[src/rtl/cnna_arith_pkg.sv]
// cnna_arith_pkg: shared arithmetic helpers for the CNN accelerator multiply datapath
`define CNNA_CHECK_ACC_WIDTH(acc_w, p_w) \
    if ((acc_w) < (p_w)) begin : g_acc_width_check \
        $error("ACC_WIDTH must be >= DIN0_WIDTH+DIN1_WIDTH"); \
    end

package cnna_arith_pkg;
    typedef enum logic {ACC_IDLE, ACC_OPEN} acc_state_t;

    function automatic int prod_width(input int w0, input int w1);
        return w0 + w1;
    endfunction

    function automatic bit res_signed(input int s0, input int s1);
        return (s0 != 0) || (s1 != 0);
    endfunction

    function automatic logic [63:0] ext_operand(input logic [63:0] v, input int width, input bit sgn);
        logic [63:0] r;
        for (int i = 0; i < 64; i++) r[i] = (i < width) ? v[i] : (sgn & v[width-1]);
        return r;
    endfunction
endpackage

[src/rtl/cnna_mul_acc_pipe_if.sv]
// cnna_mul_acc_pipe_if: valid/ready operand and result bus of the multiply-accumulate unit
interface cnna_mul_acc_pipe_if #(
    parameter int DIN0_WIDTH = 13,
    parameter int DIN1_WIDTH = 22,
    parameter int ACC_WIDTH  = 48
);
    logic                  in_valid, in_ready, acc_en, acc_last;
    logic [DIN0_WIDTH-1:0] din0;
    logic [DIN1_WIDTH-1:0] din1;
    logic                  out_valid, out_ready, dout_ovf;
    logic [ACC_WIDTH-1:0]  dout;

    modport master(output in_valid, din0, din1, acc_en, acc_last, out_ready,
                   input in_ready, out_valid, dout, dout_ovf);
    modport slave(input in_valid, din0, din1, acc_en, acc_last, out_ready,
                  output in_ready, out_valid, dout, dout_ovf);
endinterface

[src/rtl/cnna_mul_pipe.sv]
// cnna_mul_pipe: NUM_STAGE-deep registered signed multiplier with valid/tag chain and global enable
module cnna_mul_pipe import cnna_arith_pkg::*; #(
    parameter int DIN0_WIDTH  = 13,
    parameter int DIN1_WIDTH  = 22,
    parameter int NUM_STAGE   = 3,
    parameter int DIN0_SIGNED = 0,
    parameter int DIN1_SIGNED = 0,
    parameter int TAG_WIDTH   = 2,
    localparam int PW = prod_width(DIN0_WIDTH, DIN1_WIDTH)
) (
    input  logic                  ap_clk,
    input  logic                  ap_rst_n,
    input  logic                  ce,
    input  logic                  in_valid,
    input  logic [DIN0_WIDTH-1:0] din0,
    input  logic [DIN1_WIDTH-1:0] din1,
    input  logic [TAG_WIDTH-1:0]  tag_in,
    output logic                  p_valid,
    output logic [PW-1:0]         p,
    output logic [TAG_WIDTH-1:0]  tag_out
);
    logic [63:0]          a_w, b_w;
    logic [NUM_STAGE-1:0] vld_q;
    logic [PW-1:0]        prod_q [NUM_STAGE];
    logic [TAG_WIDTH-1:0] tag_q  [NUM_STAGE];

    assign a_w = ext_operand(64'(din0), DIN0_WIDTH, DIN0_SIGNED != 0);
    assign b_w = ext_operand(64'(din1), DIN1_WIDTH, DIN1_SIGNED != 0);

    always_ff @(posedge ap_clk or negedge ap_rst_n)
        if (!ap_rst_n) vld_q <= '0;
        else if (ce) begin
            vld_q[0] <= in_valid;
            for (int i = 1; i < NUM_STAGE; i++) vld_q[i] <= vld_q[i-1];
        end

    // Datapath registers carry no reset so they can be absorbed into DSP pipeline registers
    always_ff @(posedge ap_clk)
        if (ce) begin
            prod_q[0] <= PW'(a_w * b_w);
            tag_q[0]  <= tag_in;
            for (int i = 1; i < NUM_STAGE; i++) begin
                prod_q[i] <= prod_q[i-1];
                tag_q[i]  <= tag_q[i-1];
            end
        end

    assign p_valid = vld_q[NUM_STAGE-1];
    assign p       = prod_q[NUM_STAGE-1];
    assign tag_out = tag_q[NUM_STAGE-1];
endmodule

[src/rtl/cnna_mul_acc_pipe.sv]
// cnna_mul_acc_pipe: pipelined multiply / dot-product accumulate with valid/ready flow control
module cnna_mul_acc_pipe import cnna_arith_pkg::*; #(
    parameter int DIN0_WIDTH  = 13,
    parameter int DIN1_WIDTH  = 22,
    parameter int ACC_WIDTH   = 48,
    parameter int NUM_STAGE   = 3,
    parameter int DIN0_SIGNED = 0,
    parameter int DIN1_SIGNED = 0
) (
    input logic               ap_clk,
    input logic               ap_rst_n,
    cnna_mul_acc_pipe_if.slave bus
);
    localparam int PW = prod_width(DIN0_WIDTH, DIN1_WIDTH);
    localparam bit RS = res_signed(DIN0_SIGNED, DIN1_SIGNED);

    `CNNA_CHECK_ACC_WIDTH(ACC_WIDTH, PW)

    acc_state_t           st_q, st_d;
    logic                 ce, run_q, p_valid, carry, ovf_add, ovf_q, ovf_d, load, load_ovf;
    logic                 out_valid_q, dout_ovf_q;
    logic [1:0]           tag;
    logic [PW-1:0]        p;
    logic [ACC_WIDTH-1:0] px, base, sum, acc_q, acc_d, dout_d, dout_q;

    assign ce           = !(out_valid_q && !bus.out_ready);
    assign bus.in_ready = ce && run_q;

    cnna_mul_pipe #(
        .DIN0_WIDTH(DIN0_WIDTH), .DIN1_WIDTH(DIN1_WIDTH), .NUM_STAGE(NUM_STAGE),
        .DIN0_SIGNED(DIN0_SIGNED), .DIN1_SIGNED(DIN1_SIGNED), .TAG_WIDTH(2)
    ) u_mul (
        .ap_clk   (ap_clk),
        .ap_rst_n (ap_rst_n),
        .ce       (ce),
        .in_valid (bus.in_valid && bus.in_ready),
        .din0     (bus.din0),
        .din1     (bus.din1),
        .tag_in   ({bus.acc_en, bus.acc_last}),
        .p_valid  (p_valid),
        .p        (p),
        .tag_out  (tag)
    );

    assign px   = RS ? ACC_WIDTH'($signed(p)) : ACC_WIDTH'(p);
    assign base = (st_q == ACC_OPEN) ? acc_q : '0;
    assign {carry, sum} = {1'b0, base} + {1'b0, px};
    // Signed wrap shows as equal-sign operands producing a result of the other sign
    assign ovf_add = RS ? (base[ACC_WIDTH-1] == px[ACC_WIDTH-1]) && (sum[ACC_WIDTH-1] != base[ACC_WIDTH-1]) : carry;

    always_comb begin
        st_d     = st_q;
        acc_d    = acc_q;
        ovf_d    = ovf_q;
        load     = 1'b0;
        dout_d   = px;
        load_ovf = 1'b0;
        if (ce && p_valid) begin
            load     = !tag[1] || tag[0];
            dout_d   = tag[1] ? sum : px;
            load_ovf = tag[1] && (ovf_q || ovf_add);
            st_d     = (tag[1] && !tag[0]) ? ACC_OPEN : ACC_IDLE;
            acc_d    = (tag[1] && !tag[0]) ? sum : '0;
            ovf_d    = tag[1] && !tag[0] && (ovf_q || ovf_add);
        end
    end

    always_ff @(posedge ap_clk or negedge ap_rst_n)
        if (!ap_rst_n) begin
            st_q  <= ACC_IDLE;
            acc_q <= '0;
            ovf_q <= 1'b0;
        end else begin
            st_q  <= st_d;
            acc_q <= acc_d;
            ovf_q <= ovf_d;
        end

    always_ff @(posedge ap_clk or negedge ap_rst_n)
        if (!ap_rst_n) begin
            run_q       <= 1'b0;
            out_valid_q <= 1'b0;
            dout_q      <= '0;
            dout_ovf_q  <= 1'b0;
        end else begin
            run_q <= 1'b1;
            if (ce) begin
                out_valid_q <= load;
                if (load) begin
                    dout_q     <= dout_d;
                    dout_ovf_q <= load_ovf;
                end
            end
        end

    assign bus.out_valid = out_valid_q;
    assign bus.dout      = dout_q;
    assign bus.dout_ovf  = dout_ovf_q;
endmodule

[src/flat_wrapper.sv]
// flat-port wrapper written by rule: the top's interface ports become plain ports
module cnna_mul_acc_pipe_flat import cnna_arith_pkg::*;
#(
    parameter int DIN0_WIDTH  = 13,
    parameter int DIN1_WIDTH  = 22,
    parameter int ACC_WIDTH   = 48,
    parameter int NUM_STAGE   = 3,
    parameter int DIN0_SIGNED = 0,
    parameter int DIN1_SIGNED = 0
)
  (ap_clk, ap_rst_n, bus_in_valid, bus_din0, bus_din1, bus_acc_en, bus_acc_last, bus_out_ready, bus_in_ready, bus_out_valid, bus_dout, bus_dout_ovf);
  cnna_mul_acc_pipe_if #(.DIN0_WIDTH(DIN0_WIDTH), .DIN1_WIDTH(DIN1_WIDTH), .ACC_WIDTH(ACC_WIDTH)) bus_i ();
  input logic ap_clk;
  input logic ap_rst_n;
  input wire logic [$bits(bus_i.in_valid)-1:0] bus_in_valid;
  input wire logic [$bits(bus_i.din0)-1:0] bus_din0;
  input wire logic [$bits(bus_i.din1)-1:0] bus_din1;
  input wire logic [$bits(bus_i.acc_en)-1:0] bus_acc_en;
  input wire logic [$bits(bus_i.acc_last)-1:0] bus_acc_last;
  input wire logic [$bits(bus_i.out_ready)-1:0] bus_out_ready;
  output wire logic [$bits(bus_i.in_ready)-1:0] bus_in_ready;
  output wire logic [$bits(bus_i.out_valid)-1:0] bus_out_valid;
  output wire logic [$bits(bus_i.dout)-1:0] bus_dout;
  output wire logic [$bits(bus_i.dout_ovf)-1:0] bus_dout_ovf;
  assign bus_i.in_valid = bus_in_valid;
  assign bus_i.din0 = bus_din0;
  assign bus_i.din1 = bus_din1;
  assign bus_i.acc_en = bus_acc_en;
  assign bus_i.acc_last = bus_acc_last;
  assign bus_i.out_ready = bus_out_ready;
  assign bus_in_ready = bus_i.in_ready;
  assign bus_out_valid = bus_i.out_valid;
  assign bus_dout = bus_i.dout;
  assign bus_dout_ovf = bus_i.dout_ovf;
  cnna_mul_acc_pipe #(.DIN0_WIDTH(DIN0_WIDTH), .DIN1_WIDTH(DIN1_WIDTH), .ACC_WIDTH(ACC_WIDTH), .NUM_STAGE(NUM_STAGE), .DIN0_SIGNED(DIN0_SIGNED), .DIN1_SIGNED(DIN1_SIGNED)) u_core (.ap_clk(ap_clk), .ap_rst_n(ap_rst_n), .bus(bus_i));
endmodule
[config.mk]
export PLATFORM = sky130hd
export DESIGN_NAME = cnna_mul_acc_pipe_flat
export DESIGN_NICKNAME = d
export VERILOG_FILES = /design/src/rtl/cnna_arith_pkg.sv /design/src/rtl/cnna_mul_acc_pipe_if.sv /design/src/rtl/cnna_mul_pipe.sv /design/src/rtl/cnna_mul_acc_pipe.sv /design/src/flat_wrapper.sv
export SDC_FILE = /design/constraint.sdc
export NUM_CORES = 1
export LEC_CHECK = 0
export CORE_ASPECT_RATIO = 0.7
export CORE_MARGIN = 2
export CORE_UTILIZATION = 35
export DETAILED_ROUTE_END_ITERATION = 8
export HOLD_SLACK_MARGIN = 0.03
export SLEW_MARGIN = 15
export SYNTH_ARGS = -nofsm -noshare
export SYNTH_HDL_FRONTEND = slang
export SYNTH_SLANG_ARGS = --single-unit
[constraint.sdc]
create_clock -name ap_clk -period 5.89 [get_ports ap_clk]
set_clock_uncertainty 0.2 [all_clocks]
set_input_delay 1.178 -clock ap_clk [delete_from_list [all_inputs] [get_ports ap_clk]]
set_output_delay 1.178 -clock ap_clk [all_outputs]
set_load 0.005 [all_outputs]
==> results of run 1 <==
==> registers in the layout (all words and copies together) (netlist names) <==
register	count
u_core.run_q	1
u_core.u_mul.vld_q	3
u_core.ovf_q	1
u_core.bus.dout	48
u_core.bus.dout_ovf	1
u_core.st_q	1
u_core.bus.out_valid	1
u_core.u_mul.tag_q	6
u_core.acc_q	48
u_core.u_mul.prod_q	105
==> routing by layer <==
layer,global-route usage [%],vias to the layer above,wire [um]
met5,0,-,0
met4,2.49,0,625
met3,2.08,47,2610
met2,27.5,350,21600
met1,27.4,7257,25300
li1,-,6855,-
==> path summary, 6_finish.rpt <==
check	start	endpoint	slack (ns)	cells after the start
max	bus_din0[8]	u_core.u_mul.prod_q[0][30]	-0.27	23
min	u_core.u_mul.prod_q[0][45]	u_core.u_mul.prod_q[0][80]	0.22	0
max reg2reg	u_core.st_q	u_core.bus.dout[27]	1.98	12
min reg2reg	u_core.u_mul.prod_q[0][45]	u_core.u_mul.prod_q[0][80]	0.22	0
max in group asynchronous	ap_rst_n	u_core.bus.dout[29]	3.79	2
min in group asynchronous	ap_rst_n	u_core.bus.dout[5]	0.54	1
==> power by group through the flow <==
| stage | clock (mW) | combinational [mW] | sequential (mW) |
|---|---|---|---|
| after global placement | 0 | 9.50 | 3.03 |
| after floorplan | 0 | 6.11 | 2.85 |
| after CTS | 1.31 | 10.8 | 3.02 |
| after detailed placement | 0 | 9.62 | 3.04 |
| after global routing | 1.36 | 13.1 | 3.09 |
| final | 1.27 | 11.8 | 3.02 |
==> through the flow <==
| step | util, % | TNS [ns] | instance area [um^2] | setup slack, ns | hold WS (ns) |
|---|---|---|---|---|---|
| 2_1_floorplan | - | -2.44 | 19300 | -0.400 | 0.200 |
| 3_3_place_gp | 41.0 | -22.64 | 22100 | -1.32 | 0.202 |
| 3_5_place_dp | 41.0 | -24.68 | 22100 | -1.38 | 0.205 |
| 4_1_cts | 43.6 | -1.53 | 23500 | -0.244 | 0.219 |
| 5_1_grt | 44.5 | -3.31 | 24000 | -0.429 | 0.220 |
| 6_report | 44.5 | -1.35 | 24000 | -0.268 | 0.215 |
==> cells in the mapped netlist, types with 3 or more instances <==
library cell,number,area share [%]
inv_1,280,5.5
nand2_1,264,5.2
fa_1,221,23
and2_1,159,5.2
ha_1,115,7.5
edfxtp_1,111,17
dfrtp_1,104,14
a21oi_1,89,2.3
clkbuf_1,88,1.7
o21ai_0,70,1.8
nor2_1,58,1.1
xnor2_1,49,2.2
a22o_1,33,1.5
a21o_1,26,1.0
nand3_1,25,0.65
xor2_1,25,1.1
o22ai_1,22,0.72
nor3_1,20,0.52
o21bai_1,19,0.74
o21a_1,11,0.43
and3_1,10,0.33
a32o_1,9,0.47
nand4_1,9,0.29
a21boi_0,8,0.31
o31ai_1,8,0.31
a221o_1,7,0.37
a31oi_1,7,0.23
a211oi_1,6,0.24
nand2b_1,6,0.20
nor2b_1,6,0.20
o211ai_1,6,0.24
or3_1,6,0.20
or2_2,5,0.16
buf_2,4,0.10
nor4_1,3,0.098
o21ai_2,3,0.14
==> layout make-up <==
type / instances / share of cell area, %
clock buffers: 30 / 2.51
clock inverters: 9 / 0.182
inverters: 280 / 4.39
multi-input cells: 1349 / 52.0
flip-flops and latches: 215 / 24.7
well taps: 730 / 3.81
repair buffers: 321 / 12.4
==> cells by family (layout without fill, tap and decap cells) <==
group,Yosys count,count (layout),share of synthesized area (%)
compound gates,355,355,12.7
xor+xnor,74,74,3.38
fa+ha+maj,336,336,30.6
buf+inv,376,640,7.44
flops,215,215,31.0
mux,3,3,0.170
other cells,1,1,0.0196
simple gates,580,580,14.7
==> worst register-to-register path, stage by stage (launching register included) <==
cell and delay [ns]:
dfrtp_1 0.52, buf_4 0.52, and2_1 0.22, ha_1 0.29, a21oi_1 0.22, o21ai_0 0.21, a211oi_4 0.33, o21ai_2 0.16
o221ai_2 0.21, a21oi_2 0.11, a311oi_2 0.34, xnor2_1 0.15, a221o_1 0.33
==> what timing repair did <==
item	CTS	global route
gates cloned	1	0
gates resized for setup	245	126
hold buffers	0	0
buffers inserted	30	31
setup endpoints to repair	24	15
pin swaps	112	89
==> run_results.csv, run 1 <==
group,metric,value,unit
logic_synthesis,yosysUniqueCellTypes,73,
setup_path,worst_path_max_delay_cell,"fa_1",
logic_synthesis,avgSynthCellArea,9.88,um^2
power,p_leak,10.9,nW
timing,layout_min_cycle_time,6.16,ns
run_status,status,"finished, violations left",
cells_and_area,num-nets-final,2566,
global_routing,grt_pass1_vias,15025,
power,p_seq_share,18.7,%
routing,firstDrtPassIters,7,
clocking,insertion_delay,0.50,ns
placement,dp_hpwl,38.0,mm
die,fp.dieH,200,um
setup_path,arrival,6.21,ns
setup_path,cp_max_fo,5,
clocking,path_clk_slew,0.06,ns
die,fp.coreArea,0.0539,mm^2
logic_synthesis,yosysSeqAreaShare,31.0,%
setup_path,cp-end-kind,"register",
clocking,htreeDepth,1,
setup_path,worstPathRequired,5.94,ns
timing,fin_crit_sh,105,%
power,clock_power_share,7.9,%
setup_path,cp_cell_sequence,"buf_12 > and2_4 > fa_1 > inv_2 > fa_1 > inv_2 > fa_1 > fa_1 > inv_1 > fa_1 > inv_2 > ha_4 > buf_12 > a21oi_4 > a21oi_2 > a211oi_2 > o31a_1 > a311oi_4 > a2111oi_4 > buf_4 > nor2_2 > nor2_2 > xnor2_1",
routing,wl_per_cell,17.1,um
cells_and_area,n_antenna_cell,0,
timing,fin_ws,-0.268,ns
run,maxCapViolCount,0,
cells_and_area,final_cells,2934,
logic_synthesis,synthArstFlopShare,48.4,%
routing,drtIter0Drc,950,
cells_and_area,final_common_cell,"inv_1",
logic_synthesis,ys_warn_count,0,
timing,final_hold_viol_count,0,
clocking,cts.sinks,215,
die,die_width,284,um
die,ios,92,
placement,dp.cells,2842,
power,powerDensity,672,mW/mm^2
cells_and_area,fillers,5138,
logic_synthesis,synth_cells,1940,
power,p_int,9.34,mW
die,rows,71,
timing,drv_slew,0,
timing,max_slew.worst_pin.slew,1.06,ns
placement,port_buffers,91,
global_routing,grt_max_degree,78,
logic_synthesis,synth-seq-cells,215,
setup_path,cp-start-kind,"input port",
timing,rsz0062_at_grt,"yes",
die,die-area,0.0567,mm^2
power,swShare,42.1,%
global_routing,grt_usage,17.8,%
power,power_frac_comb,73.4,%
clocking,cts_root_buf,"clkbuf_16",
run_status,violations,"setup timing",
setup_path,cpPeakStageDelay,0.55,ns
timing,max_slew_margin,29.5,%
placement,gp_congestion,0.894,
die,initial_core_util,35.5,%
clocking,cts_tree,"done",
global_routing,grt_pass1_wl,82.0,mm
logic_synthesis,synthFlopType,"edfxtp_1",
timing,max_freq,0.162,GHz
routing,drcViolationCount,0,
logic_synthesis,syn_area,0.0192,mm^2
power,irDropWorstVdd,0.000631,V
global_routing,antenna_found_initial,0,
clocking,cts_buffer_depth,3,
setup_path,cp_common_cell,"fa_1",
logic_synthesis,syn_nets,2317,
min_path,hold_class,"reg -> reg",
global_routing,gr-total-overflow,0,
setup_path,worst-path-buf-inv,7,
timing,finalSetupViolations,11,
cells_and_area,area_delta_synth_final,25.2,%
routing,drt-total-wl,50.2,mm
cells_and_area,final_cell_mix,"inv_1 (254), nand2_1 (243), fa_1 (194)",
setup_path,path_delay_family,"adder cells",
power,p_sw,6.78,mW
setup_path,worstSetupPathType,"in -> reg",
routing,num_vias,14509,
logic_synthesis,synth_edf_count,111,
routing,ant_nets,0,
cells_and_area,multi_input_area,0.0125,mm^2
routing,avgViaCountPerCell,4.95,
power,power,16.1,mW
cells_and_area,layout-drive-gt1-share,21.6,%
cells_and_area,area.sequential,0.00594,mm^2
clocking,numCtsBuffers,22,
(Power assumes the default switching activity.)
==> run 2, diff against run 1 <==
==> constraint.sdc (replaced) <==
create_clock -name ap_clk -period 6.3 [get_ports ap_clk]
set_clock_uncertainty 0.2 [all_clocks]
set_input_delay 1.26 -clock ap_clk [delete_from_list [all_inputs] [get_ports ap_clk]]
set_output_delay 1.26 -clock ap_clk [all_outputs]
set_load 0.005 [all_outputs]
==> run 2 against run 1 <==
Final cell count down 0.55%. Sequential power is 6% lower. Total power down 16%. Worst setup slack gained 0.45 ns. Die area unchanged. First-iteration DRC count is 2.6% lower. Register-to-register slack gained 0.17 ns. Via count decreased by 0.83%. The run now ends clean. Clock-buffer cell count decreased by 3. Core utilization shrank 1.0 points. Sequential share of layout area up 0.60 points. Non-clock buffer count decreased by 17.
==> run_results.csv, run 2 (synthesized netlist as in run 1, its figures left out) <==
group,metric,value,unit
setup_path,cp_max_fo,8,
cells_and_area,final_common_cell,"inv_1",
timing,layout_min_cycle_time,6.11,ns
die,die-area,0.0567,mm^2
clocking,cts_root_buf,"clkbuf_16",
timing,fin_ws,0.187,ns
min_path,hold_path_depth,0,
min_path,whs_endpoint,"u_core.u_mul.prod_q[0][98]",
routing,num_vias,14389,
setup_path,reg2reg_depth,13,
placement,pre_cts_slack,-0.955,ns
routing,drtIter0Drc,925,
routing,firstDrtPassIters,6,
global_routing,antenna_found_initial,0,
clocking,cts_tree,"done",
clocking,path_clk_slew,0.06,ns
global_routing,grt_pass1_vias,14735,
setup_path,worstPathRequired,6.36,ns
global_routing,busiest_layer,"met2",
clocking,cts.sinks,215,
run,maxCapViolCount,0,
setup_path,worstSetupPathType,"in -> reg",
timing,rsz0062_at_grt,"yes",
die,fp.coreArea,0.0539,mm^2
global_routing,grt_pass1_wl,79.8,mm
setup_path,r2r_start,"u_core.st_q",
setup_path,reg2reg_slack,2.15,ns
die,ios,92,
timing,fin_crit_sh,97.0,%
global_routing,grtUsageMet3,1.78,%
global_routing,grtUsageMet2,26.9,%
power,powerDensity,581,mW/mm^2
placement,port_buffers,91,
power,irDropWorstVdd,0.000526,V
die,fp.dieH,200,um
timing,max_freq,0.164,GHz
global_routing,grt_util_met1,26.7,%
die,die_width,284,um
cells_and_area,final_cell_mix,"inv_1 (273), nand2_1 (257), fa_1 (208)",
cells_and_area,area.sequential,0.00594,mm^2
routing,drt-total-wl,48.5,mm
power,p_leak,10.8,nW
cells_and_area,fillers,5148,
placement,dp_hpwl,37.5,mm
setup_path,cp-end-kind,"register",
global_routing,gr-total-overflow,0,
cells_and_area,largest_reg_flops,105,
clocking,insertion_delay,0.52,ns
global_routing,grt_max_degree,88,
clocking,numCtsBuffers,22,
timing,max_slew_margin,25.2,%
setup_path,timing.rr.end,"u_core.bus.dout[40]",
global_routing,grt_usage,17.3,%
routing,wl_per_cell,16.6,um
clocking,cts_buffer_depth,3,
cells_and_area,n_antenna_cell,0,
placement,gp_congestion,0.888,
cells_and_area,regMostFlops,"u_core.u_mul.prod_q",
die,rows,71,
min_path,hold_path_startpoint,"u_core.u_mul.prod_q[0][63]",
timing,finalSetupTns,0,ns
setup_path,arrival,6.18,ns
cells_and_area,layout-drive-gt1-share,17.2,%
run_status,status,"finished, final reports clean",
cells_and_area,num-nets-final,2549,
cells_and_area,multi_input_area,0.0121,mm^2
routing,drcViolationCount,0,
timing,hold-worst-slack,0.215,ns
timing,drv_slew,0,
routing,avgViaCountPerCell,4.93,
timing,final_hold_viol_count,0,
cells_and_area,area_delta_synth_final,22.3,%
timing,finalSetupViolations,0,
min_path,hold_class,"reg -> reg",
timing,max_slew.worst_pin.slew,1.12,ns
clocking,htreeDepth,1,
die,initial_core_util,35.5,%
routing,ant_nets,0,
setup_path,cp-start-kind,"input port",
-- run 2: cell count changes in the layout (fill, tap and decap cells not counted), sizes merged --
cell | before | now
clkbuf | 35 | 42
dlygate4sd2 | 5 | 2
dlymetal6s2s | 0 | 4
bufbuf | 0 | 1
bufinv | 0 | 3
buf | 251 | 224
clkinvlp | 2 | 3
clkdlybuf4s15 | 3 | 1
-- run 2: worst max path at each step --
stage                  from                         end  slack, ns  cells past startpoint
2_1_floorplan   bus_din0[1]  u_core.u_mul.prod_q[0][34]      -0.05                     22
3_3_place_gp    bus_din1[7]  u_core.u_mul.prod_q[0][34]      -0.91                     19
3_5_place_dp    bus_din0[4]  u_core.u_mul.prod_q[0][34]      -0.96                     21
4_1_cts         bus_din1[3]  u_core.u_mul.prod_q[0][34]      0.004                     20
5_1_grt        bus_din1[13]  u_core.u_mul.prod_q[0][31]      -0.03                     22
6_report       bus_din1[13]  u_core.u_mul.prod_q[0][34]       0.19                     22
-- run 2: power by group --
group	switching, mW	internal [mW]
Combinational	4.73	4.71
Clock	0.546	0.781
Sequential	0.404	2.45
Total	5.68	7.94
-- run 2: metal layers --
metal | part of all wire (%) | routed length (um) | vias to the layer above
met2 | 43 | 20700 | 370
met4 | 1.2 | 589 | 0
met1 | 51 | 24900 | 7172
met5 | 0 | 0 | -
met3 | 4.9 | 2380 | 39
li1 | - | - | 6808
-- run 2: worst max-delay path: stages --
cell	delay (ns)
clkbuf_2	0.16
buf_6	0.12
buf_4	0.16
nand2_1	0.09
fa_1	0.50
inv_1	0.06
fa_1	0.57
fa_1	0.45
fa_1	0.54
inv_1	0.05
fa_1	0.47
inv_1	0.07
ha_4	0.22
a21o_1	0.16
a21oi_2	0.13
o2111a_1	0.19
o31a_1	0.18
a311oi_4	0.06
a2111oi_4	0.41
o21ai_1	0.10
a21oi_1	0.16
xnor2_1	0.08
-- run 2: cell type report --
class	count	area share, %
repair buffers	304	11.4
well taps	730	3.90
clock buffers	27	2.47
clock inverters	13	0.678
flip-flops and latches	215	25.3
inverters	280	4.48
multi-input cells	1349	51.7
-- run 2: through the flow --
stage	power (mW)	util (%)	std cells	cell area [um^2]
after floorplan	8.25	-	1940	19300
after global placement	11.5	40.8	2833	22000
after detailed placement	11.5	40.8	2833	22000
after CTS	13.4	42.9	2890	23100
after global routing	15.0	43.5	2918	23400
final	13.6	43.5	2918	23400
-- run 2: timing repair --
action | 4_1_cts | 5_1_grt
setup endpoints to repair | 16 | 10
resized for setup | 114 | 107
hold buffers | 0 | 0
gates cloned | 3 | 1
buffers inserted | 15 | 32
pin swaps | 51 | 51
==> run 3, diff against run 2 <==
--- a/config.mk
+++ b/config.mk
@@ -6,10 +6,10 @@
 export NUM_CORES = 1
 export LEC_CHECK = 0
 export CORE_ASPECT_RATIO = 0.7
-export CORE_MARGIN = 2
 export CORE_UTILIZATION = 35
 export DETAILED_ROUTE_END_ITERATION = 8
 export HOLD_SLACK_MARGIN = 0.03
+export SETUP_SLACK_MARGIN = 0.2
 export SLEW_MARGIN = 15
 export SYNTH_ARGS = -nofsm -noshare
 export SYNTH_HDL_FRONTEND = slang
==> run 3 against run 2 <==
Total power up 7.1%. Sequential share of layout area fell by 0.20 points. First-iteration DRC count is 0.43% lower. Maximum frequency shrank 2.0%. Largest cell class unchanged. Critical endpoint unchanged. Clock power barely moved. Final cell count fell by 0.24%. Critical path type unchanged. Largest power group unchanged.
==> run_results.csv, run 3 (synthesized netlist as in run 1, its figures left out) <==
group,metric,value,unit
placement,port_buffers,91,
timing,drv_slew,0,
routing,ant_nets,0,
power,powerDensity,617,mW/mm^2
setup_path,path_delay_family,"adder cells",
timing,finalSetupTns,0,ns
die,die_width,282,um
placement,dp_hpwl,38.3,mm
global_routing,grt_pass1_vias,15351,
global_routing,grtUsageMet2,28.1,%
timing,max_freq,0.160,GHz
setup_path,cp_max_fo,9,
setup_path,worstPathRequired,6.35,ns
power,p_sw,6.09,mW
cells_and_area,final_cells,2911,
setup_path,worst-path-buf-inv,7,
power,p_leak,10.8,nW
power,irDropWorstVdd,0.000666,V
die,rows,71,
global_routing,grtUsageMet3,2.09,%
clocking,hold_buffers,0,
power,power_frac_comb,71.5,%
power,power,14.6,mW
cells_and_area,regMostFlops,"u_core.u_mul.prod_q",
cells_and_area,n_antenna_cell,0,
setup_path,arrival,6.29,ns
global_routing,busiest_layer,"met2",
placement,dp.cells,2834,
routing,wl_per_cell,17.1,um
clocking,cts.sinks,215,
setup_path,startpoint,"bus_din0[2]",
cells_and_area,layout-drive-gt1-share,18.8,%
die,ios,92,
min_path,hold_class,"reg -> reg",
cells_and_area,final_common_cell,"inv_1",
setup_path,cp_cell_sequence,"buf_6 > buf_8 > buf_6 > and2_1 > fa_1 > inv_1 > fa_1 > inv_1 > fa_1 > fa_1 > inv_1 > fa_1 > inv_2 > ha_4 > a21o_1 > a21oi_2 > o2111a_1 > o31a_1 > a311oi_4 > a2111oi_4 > o21ai_2 > a21oi_2 > xnor2_1",
routing,drt-total-wl,49.7,mm
power,p_seq_share,19.4,%
die,fp.coreArea,0.0539,mm^2
setup_path,timing.rr.end,"u_core.bus.dout[31]",
global_routing,grt_pass1_wl,81.3,mm
run_status,status,"finished, final reports clean",
run,maxCapViolCount,0,
setup_path,cp-start-kind,"input port",
timing,finalSetupViolations,0,
clocking,path_clk_slew,0.06,ns
die,initial_core_util,35.5,%
die,fp.dieH,198,um
timing,rsz0062_at_grt,"yes",
power,clock_power_share,9.1,%
clocking,cts_tree,"done",
cells_and_area,final_core_util,43.8,%
cells_and_area,final_cell_mix,"inv_1 (264), nand2_1 (252), fa_1 (203)",
timing,max_slew.worst_pin.slew,0.997,ns
timing,max_slew_margin,33.3,%
cells_and_area,num-nets-final,2542,
die,die-area,0.0557,mm^2
timing,layout_min_cycle_time,6.24,ns
cells_and_area,largest_reg_flops,105,
timing,fin_crit_sh,99.1,%
setup_path,cp-end-kind,"register",
routing,firstDrtPassIters,5,
global_routing,gr-total-overflow,0,
clocking,cts_root_buf,"clkbuf_16",
routing,num_vias,14548,
setup_path,reg2reg_slack,2.21,ns
global_routing,antenna_found_initial,0,
clocking,htreeDepth,1,
setup_path,r2r_start,"u_core.st_q",
cells_and_area,area_delta_synth_final,23.2,%
clocking,cts_buffer_depth,3,
placement,gp_congestion,0.904,
global_routing,grt_util_met1,27.6,%
cells_and_area,fillers,5100,
global_routing,grt_usage,18.2,%
routing,avgViaCountPerCell,5.00,
clocking,insertion_delay,0.51,ns
setup_path,critical_path.endpoint,"u_core.u_mul.prod_q[0][34]",
setup_path,worstSetupPathType,"in -> reg",
power,swShare,41.8,%
routing,drtIter0Drc,921,
power,p_int,8.48,mW
setup_path,worst_path_max_delay_cell,"fa_1",
global_routing,grt_max_degree,70,
setup_path,reg2reg_depth,12,
routing,drcViolationCount,0,
setup_path,crit_cells,23,
timing,final_hold_viol_count,0,
setup_path,cpPeakStageDelay,0.51,ns
setup_path,cp_common_cell,"fa_1",
clocking,numCtsBuffers,23,
==> run 3: changes by cell type in the layout (fill, tap and decap cells not counted), sizes merged <==
cell,previous run,this run
dlygate4sd2,2,7
clkbuf,42,38
dlymetal6s2s,4,0
clkinv,7,4
buf,224,226
clkinvlp,3,1
bufbuf,1,0
bufinv,3,2
clkdlybuf4s15,1,2
==> run 3: final cells by class <==
cell class	count	area (um^2)	area share (%)
Clock buffer	34	647	2.74
Clock inverter	7	86.3	0.366
Inverter	280	1050	4.45
Multi-Input combinational cell	1349	12400	52.3
Sequential cell	215	5940	25.1
Tap cell	730	913	3.87
Timing Repair Buffer	296	2630	11.1
==> run 3: power by group through the flow <==
stage,clock network (mW),registers [mW],logic (mW)
floorplan,0,2.66,5.72
global placement,0,2.83,8.80
detailed placement,0,2.85,8.94
CTS,1.36,2.83,9.85
global route,1.42,2.88,11.5
finish,1.33,2.83,10.4
==> run 3: worst min path at each step <==
| stage | start | to | slack, ns | cells after the start |
|---|---|---|---|---|
| 3_5_place_dp | u_core.u_mul.prod_q[0][7] | u_core.u_mul.prod_q[0][42] | 0.20 | 0 |
| 5_1_grt | u_core.u_mul.prod_q[0][23] | u_core.u_mul.prod_q[0][58] | 0.22 | 0 |
| 3_3_place_gp | u_core.u_mul.prod_q[0][24] | u_core.u_mul.prod_q[0][59] | 0.20 | 0 |
| 6_report | u_core.u_mul.prod_q[0][23] | u_core.u_mul.prod_q[0][58] | 0.21 | 0 |
| 2_1_floorplan | u_core.u_mul.prod_q[0][65] | u_core.u_mul.prod_q[0][100] | 0.20 | 0 |
| 4_1_cts | u_core.u_mul.prod_q[0][23] | u_core.u_mul.prod_q[0][58] | 0.21 | 0 |
==> run 3: metrics by stage <==
stage	area, um^2	hold slack (ns)	worst slack (ns)
after global placement	22000	0.202	-1.02
final	23600	0.211	0.0594
after CTS	23300	0.213	-0.0147
after global routing	23600	0.221	-0.0743
after floorplan	19300	0.200	-0.0724
after detailed placement	22000	0.205	-1.06
==> run 3: timing repair <==
item                                    CTS  global route
resized for setup                       213            82
pin swaps                                83            79
endpoints found under the setup margin   21            15
buffers inserted                         26            10
==> run 3: metal layers <==
metal / part of all wire [%] / vias to the layer above
met5: 0 / -
met4: 1.3 / 0
met3: 5.8 / 48
met2: 43 / 428
met1: 49 / 7276
li1: - / 6796
